==> config.mk <==
export PLATFORM = sky130hd
export DESIGN_NAME = stream_split_fifo_flat
export DESIGN_NICKNAME = d
export VERILOG_FILES = /design/src/rtl/stream_split_fifo_if.sv /design/src/rtl/stream_split_fifo.sv /design/src/flat_wrapper.sv
export SDC_FILE = /design/constraint.sdc
export NUM_CORES = 1
export LEC_CHECK = 0
export CAP_MARGIN = 5
export CORE_UTILIZATION = 55
export DETAILED_ROUTE_END_ITERATION = 16
export PLACE_DENSITY = 0.72
export SYNTH_ARGS = -nofsm -noshare
export SYNTH_HDL_FRONTEND = slang
export SYNTH_SLANG_ARGS = --single-unit
==> constraint.sdc <==
create_clock -name aclk -period 4.9 [get_ports aclk]
set_input_delay 1.47 -clock aclk [delete_from_list [all_inputs] [get_ports aclk]]
set_output_delay 1.47 -clock aclk [all_outputs]
set_load 0.02 [all_outputs]
==> src/rtl/stream_split_fifo_if.sv <==
// Bundle of the wide input stream and the four per-lane output streams.
// The slave modport is the splitter's view; master is the surrounding environment.
interface stream_split_fifo_if #(
    parameter int W0 = 8,
    parameter int W1 = 8,
    parameter int W2 = 8,
    parameter int W3 = 8
);
    localparam int WI = W0 + W1 + W2 + W3;

    logic          s_stream_tvalid;
    logic [WI-1:0] s_stream_tdata;
    logic          s_stream_tready;

    logic          m_stream0_tenable, m_stream1_tenable, m_stream2_tenable, m_stream3_tenable;
    logic          m_stream0_tvalid,  m_stream1_tvalid,  m_stream2_tvalid,  m_stream3_tvalid;
    logic          m_stream0_tready,  m_stream1_tready,  m_stream2_tready,  m_stream3_tready;
    logic [W0-1:0] m_stream0_tdata;
    logic [W1-1:0] m_stream1_tdata;
    logic [W2-1:0] m_stream2_tdata;
    logic [W3-1:0] m_stream3_tdata;

    modport slave (
        input  s_stream_tvalid, s_stream_tdata,
        output s_stream_tready,
        input  m_stream0_tenable, m_stream1_tenable, m_stream2_tenable, m_stream3_tenable,
        output m_stream0_tvalid,  m_stream1_tvalid,  m_stream2_tvalid,  m_stream3_tvalid,
        output m_stream0_tdata,   m_stream1_tdata,   m_stream2_tdata,   m_stream3_tdata,
        input  m_stream0_tready,  m_stream1_tready,  m_stream2_tready,  m_stream3_tready
    );

    modport master (
        output s_stream_tvalid, s_stream_tdata,
        input  s_stream_tready,
        output m_stream0_tenable, m_stream1_tenable, m_stream2_tenable, m_stream3_tenable,
        input  m_stream0_tvalid,  m_stream1_tvalid,  m_stream2_tvalid,  m_stream3_tvalid,
        input  m_stream0_tdata,   m_stream1_tdata,   m_stream2_tdata,   m_stream3_tdata,
        output m_stream0_tready,  m_stream1_tready,  m_stream2_tready,  m_stream3_tready
    );
endinterface

==> src/rtl/stream_split_fifo.sv <==
// One-to-four stream splitter: each lane of the packed input word feeds its own
// first-word-fall-through FIFO so per-lane consumers can run at independent rates.
module stream_split_fifo_lane #(
    parameter int WIDTH      = 8,
    parameter int DEPTH_POW2 = 5
) (
    input  logic             clk,
    input  logic             rst,
    input  logic             push,
    input  logic [WIDTH-1:0] din,
    input  logic             rdy,
    output logic             valid,
    output logic [WIDTH-1:0] dout,
    output logic             full
);
    localparam int DEPTH = 1 << DEPTH_POW2;

    logic [WIDTH-1:0]    mem [DEPTH];
    logic [DEPTH_POW2:0] wr, rd;
    logic                empty, pop, do_push;

    // Extra pointer MSB separates full (MSBs differ) from empty (pointers equal).
    assign empty   = (wr == rd);
    assign full    = (wr[DEPTH_POW2] != rd[DEPTH_POW2]) &&
                     (wr[DEPTH_POW2-1:0] == rd[DEPTH_POW2-1:0]);
    assign valid   = !empty && !rst;
    assign pop     = valid && rdy;
    assign do_push = push && !full;
    assign dout    = mem[rd[DEPTH_POW2-1:0]];

    always_ff @(posedge clk) begin
        if (rst) begin
            wr <= '0;
            rd <= '0;
        end else begin
            if (do_push) wr <= wr + (DEPTH_POW2+1)'(1);
            if (pop)     rd <= rd + (DEPTH_POW2+1)'(1);
        end
    end

    always_ff @(posedge clk) begin
        if (do_push) mem[wr[DEPTH_POW2-1:0]] <= din;
    end
endmodule

module stream_split_fifo #(
    parameter int STREAM0_WIDTH    = 8,
    parameter int STREAM1_WIDTH    = 8,
    parameter int STREAM2_WIDTH    = 8,
    parameter int STREAM3_WIDTH    = 8,
    parameter int FIFO_DEPTH0_POW2 = 5,
    parameter int FIFO_DEPTH1_POW2 = 5,
    parameter int FIFO_DEPTH2_POW2 = 5,
    parameter int FIFO_DEPTH3_POW2 = 5
) (
    input  logic aclk,
    input  logic reset,
    stream_split_fifo_if.slave bus
);
    localparam int O1 = STREAM0_WIDTH;
    localparam int O2 = O1 + STREAM1_WIDTH;
    localparam int O3 = O2 + STREAM2_WIDTH;
    localparam int STREAMI_WIDTH = O3 + STREAM3_WIDTH;

    logic [3:0] full, en, push;
    logic       accept;

    assign en = {bus.m_stream3_tenable, bus.m_stream2_tenable,
                 bus.m_stream1_tenable, bus.m_stream0_tenable};

    // Ready depends only on registered pointer state and enables, never on consumer tready.
    assign bus.s_stream_tready = !reset && (&(~full | ~en));
    assign accept              = bus.s_stream_tvalid && bus.s_stream_tready;
    assign push                = {4{accept}} & en;

    stream_split_fifo_lane #(.WIDTH(STREAM0_WIDTH), .DEPTH_POW2(FIFO_DEPTH0_POW2)) u_lane0 (
        .clk(aclk), .rst(reset), .push(push[0]),
        .din(bus.s_stream_tdata[O1-1:0]),
        .rdy(bus.m_stream0_tready), .valid(bus.m_stream0_tvalid),
        .dout(bus.m_stream0_tdata), .full(full[0]));

    stream_split_fifo_lane #(.WIDTH(STREAM1_WIDTH), .DEPTH_POW2(FIFO_DEPTH1_POW2)) u_lane1 (
        .clk(aclk), .rst(reset), .push(push[1]),
        .din(bus.s_stream_tdata[O2-1:O1]),
        .rdy(bus.m_stream1_tready), .valid(bus.m_stream1_tvalid),
        .dout(bus.m_stream1_tdata), .full(full[1]));

    stream_split_fifo_lane #(.WIDTH(STREAM2_WIDTH), .DEPTH_POW2(FIFO_DEPTH2_POW2)) u_lane2 (
        .clk(aclk), .rst(reset), .push(push[2]),
        .din(bus.s_stream_tdata[O3-1:O2]),
        .rdy(bus.m_stream2_tready), .valid(bus.m_stream2_tvalid),
        .dout(bus.m_stream2_tdata), .full(full[2]));

    stream_split_fifo_lane #(.WIDTH(STREAM3_WIDTH), .DEPTH_POW2(FIFO_DEPTH3_POW2)) u_lane3 (
        .clk(aclk), .rst(reset), .push(push[3]),
        .din(bus.s_stream_tdata[STREAMI_WIDTH-1:O3]),
        .rdy(bus.m_stream3_tready), .valid(bus.m_stream3_tvalid),
        .dout(bus.m_stream3_tdata), .full(full[3]));
endmodule

==> src/flat_wrapper.sv <==
// flat-port wrapper written by rule: the top's interface ports become plain ports
module stream_split_fifo_flat 
#(
    parameter int STREAM0_WIDTH    = 8,
    parameter int STREAM1_WIDTH    = 8,
    parameter int STREAM2_WIDTH    = 8,
    parameter int STREAM3_WIDTH    = 8,
    parameter int FIFO_DEPTH0_POW2 = 5,
    parameter int FIFO_DEPTH1_POW2 = 5,
    parameter int FIFO_DEPTH2_POW2 = 5,
    parameter int FIFO_DEPTH3_POW2 = 5
)
  (aclk, reset, bus_s_stream_tvalid, bus_s_stream_tdata, bus_s_stream_tready, bus_m_stream0_tenable, bus_m_stream1_tenable, bus_m_stream2_tenable, bus_m_stream3_tenable, bus_m_stream0_tvalid, bus_m_stream1_tvalid, bus_m_stream2_tvalid, bus_m_stream3_tvalid, bus_m_stream0_tdata, bus_m_stream1_tdata, bus_m_stream2_tdata, bus_m_stream3_tdata, bus_m_stream0_tready, bus_m_stream1_tready, bus_m_stream2_tready, bus_m_stream3_tready);
  stream_split_fifo_if #(.W0(8), .W1(8), .W2(8), .W3(8)) bus_i ();
  input  logic aclk;
  input  logic reset;
  input wire logic [$bits(bus_i.s_stream_tvalid)-1:0] bus_s_stream_tvalid;
  input wire logic [$bits(bus_i.s_stream_tdata)-1:0] bus_s_stream_tdata;
  output wire logic [$bits(bus_i.s_stream_tready)-1:0] bus_s_stream_tready;
  input wire logic [$bits(bus_i.m_stream0_tenable)-1:0] bus_m_stream0_tenable;
  input wire logic [$bits(bus_i.m_stream1_tenable)-1:0] bus_m_stream1_tenable;
  input wire logic [$bits(bus_i.m_stream2_tenable)-1:0] bus_m_stream2_tenable;
  input wire logic [$bits(bus_i.m_stream3_tenable)-1:0] bus_m_stream3_tenable;
  output wire logic [$bits(bus_i.m_stream0_tvalid)-1:0] bus_m_stream0_tvalid;
  output wire logic [$bits(bus_i.m_stream1_tvalid)-1:0] bus_m_stream1_tvalid;
  output wire logic [$bits(bus_i.m_stream2_tvalid)-1:0] bus_m_stream2_tvalid;
  output wire logic [$bits(bus_i.m_stream3_tvalid)-1:0] bus_m_stream3_tvalid;
  output wire logic [$bits(bus_i.m_stream0_tdata)-1:0] bus_m_stream0_tdata;
  output wire logic [$bits(bus_i.m_stream1_tdata)-1:0] bus_m_stream1_tdata;
  output wire logic [$bits(bus_i.m_stream2_tdata)-1:0] bus_m_stream2_tdata;
  output wire logic [$bits(bus_i.m_stream3_tdata)-1:0] bus_m_stream3_tdata;
  input wire logic [$bits(bus_i.m_stream0_tready)-1:0] bus_m_stream0_tready;
  input wire logic [$bits(bus_i.m_stream1_tready)-1:0] bus_m_stream1_tready;
  input wire logic [$bits(bus_i.m_stream2_tready)-1:0] bus_m_stream2_tready;
  input wire logic [$bits(bus_i.m_stream3_tready)-1:0] bus_m_stream3_tready;
  assign bus_i.s_stream_tvalid = bus_s_stream_tvalid;
  assign bus_i.s_stream_tdata = bus_s_stream_tdata;
  assign bus_s_stream_tready = bus_i.s_stream_tready;
  assign bus_i.m_stream0_tenable = bus_m_stream0_tenable;
  assign bus_i.m_stream1_tenable = bus_m_stream1_tenable;
  assign bus_i.m_stream2_tenable = bus_m_stream2_tenable;
  assign bus_i.m_stream3_tenable = bus_m_stream3_tenable;
  assign bus_m_stream0_tvalid = bus_i.m_stream0_tvalid;
  assign bus_m_stream1_tvalid = bus_i.m_stream1_tvalid;
  assign bus_m_stream2_tvalid = bus_i.m_stream2_tvalid;
  assign bus_m_stream3_tvalid = bus_i.m_stream3_tvalid;
  assign bus_m_stream0_tdata = bus_i.m_stream0_tdata;
  assign bus_m_stream1_tdata = bus_i.m_stream1_tdata;
  assign bus_m_stream2_tdata = bus_i.m_stream2_tdata;
  assign bus_m_stream3_tdata = bus_i.m_stream3_tdata;
  assign bus_i.m_stream0_tready = bus_m_stream0_tready;
  assign bus_i.m_stream1_tready = bus_m_stream1_tready;
  assign bus_i.m_stream2_tready = bus_m_stream2_tready;
  assign bus_i.m_stream3_tready = bus_m_stream3_tready;
  stream_split_fifo #(.STREAM0_WIDTH(STREAM0_WIDTH), .STREAM1_WIDTH(STREAM1_WIDTH), .STREAM2_WIDTH(STREAM2_WIDTH), .STREAM3_WIDTH(STREAM3_WIDTH), .FIFO_DEPTH0_POW2(FIFO_DEPTH0_POW2), .FIFO_DEPTH1_POW2(FIFO_DEPTH1_POW2), .FIFO_DEPTH2_POW2(FIFO_DEPTH2_POW2), .FIFO_DEPTH3_POW2(FIFO_DEPTH3_POW2)) u_core (.aclk(aclk), .reset(reset), .bus(bus_i));
endmodule
==> impl_results.md <==
* Status: completed
* CP max-delay cell: dfxtp_2
* Max VDD drop at 0.0003554 V
* Core area at 0.07734 mm^2
* Wire per inst at 26.31 um
* Synth area leaders: edfxtp_1 72%, mux4_2 17%, dfxtp_1 3.2%
* Antenna viol nets, final at 0
* GRT Resource Usage Total at 0.2331
* Htree depth at 3
* I/O Buffers at 79
* Cell area after synthesis at 0.04287 mm^2
* Most common cell after layout, fill and taps aside: edfxtp_1
* Largest net degree at the start of global routing at 65
* Min-delay src: u_core.u_lane1.wr[5]
* Tcrit/Tclk final at 0.9776
* Most common cell type on the critical path: mux4_2
* Slew Limit Fails at 0
* CP required at 3.43 ns
* Drc violations at 0
* Initial Util at 0.5543
* # rows at 102
* Slowest cell delay on critical path at 0.58 ns
* Crit Path Max Fanout at 14
* Clock sinks at 1092
* Netlist cell types at 46
* Tightest Pin Transition at 1.342 ns
* Skew-Pair Late Insertion Delay at 0.66 ns
* Final setup TNS at 0 ns
* Overall power at 19090 uW
* PwrDens at 386.1 mW/mm^2
* Worst setup EP type: output port
* Layout Utilization at 0.6392
* Synthesized flop and latch total at 1092
* Count of final setup violators at 0
* Layout cells sized above 1 at 0.3111
* Biggest area consumer among synthesized cells: edfxtp_1
* Crit path launch type: flip-flop
* Worst-path clk slew at 0.06 ns
* Crit-path cells: buf_4 > mux4_2 > mux4_2 > mux2_2 > clkdlybuf4s50_1
* CTS tree: done
* Max_cap viols at 0
* Vias/cell at 6.101
* Multi-input combinational cell area at 0.01015 mm^2
* 1st-iter DRT viols at 2111
* CP arrival at 3.32 ns
* Root buf cell: clkbuf_16
* Kind of critical path: flip-flop to output port
* Final Skew at 0.01662 ns
* Flip-flop and latch area at 0.03213 mm^2
* CTS Hold Buffers Added at 0
* Max-slew headroom at 0.1028
* Nets at 2319
* Initial antenna violation count at 3
* GPL Wtd Cong at 0.8278
* Fmax at 208.8 MHz
* Die X-Extent at 281.2 um
* WP buf/inv at 2
* Commonest cells after routing, fill and taps aside: 1024 x edfxtp_1, 320 x mux4_2, 156 x buf_4, 141 x nor2_1, 110 x clkbuf_16
* Via count at 20.68k
* RSZ-0062 raised after global routing: false
* Final worst slack at 0.1097 ns
* Post-synth top area share at 0.7173
* DR pass1 iterations at 7
* Leakage at 0.01541 uW
* Cells after synthesis at 2000
* FF-to-FF Start: u_core.u_lane3.wr[2]
* Ant diodes at 0
* Register area share after synthesis at 0.7490
* Hold Crit Class: flip-flop to flip-flop
* Vias in the first global route at 21.13k
* Die span in y at 281.2 um
* Synth Area per Inst at 21.44 um^2
* HPWL after DPL at 55.51 mm
* Async SR Flop Fraction at 0
* Final hold vios at 0
* Post-synth EDFFs at 1024
* Warnings, synthesis at 0
* Ys flop type: edfxtp_1
* CP top delay family: multiplexers
* Number of fill cells at 5110
* Grt ovf at 0
* Number of buffers created by CTS at 107
* Io pins at 80
* Die ar. at 0.07907 mm^2
* Final min period at 4.790 ns
* Place WS at 0.1805 ns
* First-pass GRT wire length at 134.9 mm
* CTS Buffer Depth at 3
* Syn_nets at 2063
* Area growth syn-to-layout at 15.31%
* WL final at 89.20 mm
-- cells in the mapped netlist (3+ instances only) --
cell,n
edfxtp_1,1024
mux4_2,320
nor2_1,141
dfxtp_1,68
nand3_1,38
mux2_2,34
nand2_1,34
buf_1,33
xor2_1,32
clkbuf_1,31
buf_4,22
inv_1,21
ha_1,20
nor4_1,18
a21oi_1,16
o21ai_0,16
or3_1,13
nand3_2,12
buf_6,11
nor3_1,11
buf_2,9
nand3b_1,9
nand4_1,9
and3_1,8
xnor2_1,7
o211ai_1,5
o31ai_1,5
mux2i_1,4
or3b_2,4
o311ai_0,3
-- repair_timing --
| item | CTS | global route |
|---|---|---|
| buffers inserted | 9 | 0 |
| endpoints found under the setup margin | 24 | 0 |
| resized for setup | 1 | 0 |
-- stage by stage --
step           area (um^2)  cells  hold slack (ns)
6_report             49430   3390           0.5059
5_1_grt              49430   3390           0.5372
4_1_cts              49330   3386           0.4999
3_5_place_dp         45830   3174           0.4891
3_3_place_gp         45830   3174           0.4742
2_1_floorplan        42870   2000           0.4635
-- state kept, by name, indices dropped and copies added, names as in the netlist, named ones only --
| register | count |
|---|---|
| u_core.u_lane0.mem | 256 |
| u_core.u_lane0.rd | 6 |
| u_core.u_lane0.wr | 6 |
| u_core.u_lane1.mem | 256 |
| u_core.u_lane1.rd | 6 |
| u_core.u_lane1.wr | 6 |
| u_core.u_lane2.mem | 256 |
| u_core.u_lane2.rd | 6 |
| u_core.u_lane2.wr | 6 |
| u_core.u_lane3.mem | 256 |
| u_core.u_lane3.rd | 6 |
| u_core.u_lane3.wr | 6 |
-- tightest hold or removal path, delay by kind of cell, from the launching register on --
family          cells  cell delay (ns)
flops               1             0.33
compound gates      2             0.13
-- routing by layer --
metal / share of wire / vias to the layer above / track usage / wire (um)
met5: 0.00011 / - / 0 / 10
met4: 0.017 / 2 / 0.05535 / 1504
met1: 0.42 / 10890 / 0.3478 / 37590
li1: - / 8820 / - / -
met3: 0.074 / 125 / 0.03417 / 6641
met2: 0.49 / 844 / 0.3683 / 43450
-- final cells by class --
type | count | share of cell area
inverters | 22 | 0.001670
well taps | 1040 | 0.02632
clock inverters | 77 | 0.01321
repair buffers | 253 | 0.04720
multi-input cells | 780 | 0.2054
flip-flops and latches | 1092 | 0.6500
clock buffers | 126 | 0.05624
-- where the power goes --
part	internal, uW	switching [uW]	leakage [uW]
logic	382	471	0.00399
registers	10200	23.9	0.00976
clock network	4540	3440	0.00167
-- worst paths after layout --
check        slack [ns]  cells after the start                   endpoint
min reg2reg        0.51                      2       u_core.u_lane1.wr[5]
max reg2reg        1.55                      8  u_core.u_lane2.mem[31][2]
min                0.51                      2       u_core.u_lane1.wr[5]
max                0.11                      5     bus_m_stream2_tdata[3]
-- cell families after synthesis --
group	after synthesis	share of synthesized area
mux	358	0.1780
xor+xnor	39	0.007968
fa+ha+maj	20	0.005837
simple gates	308	0.03569
flops	1092	0.7490
compound gates	55	0.008202
buf+inv	128	0.01532
Power figures use the tool's default switching activity.
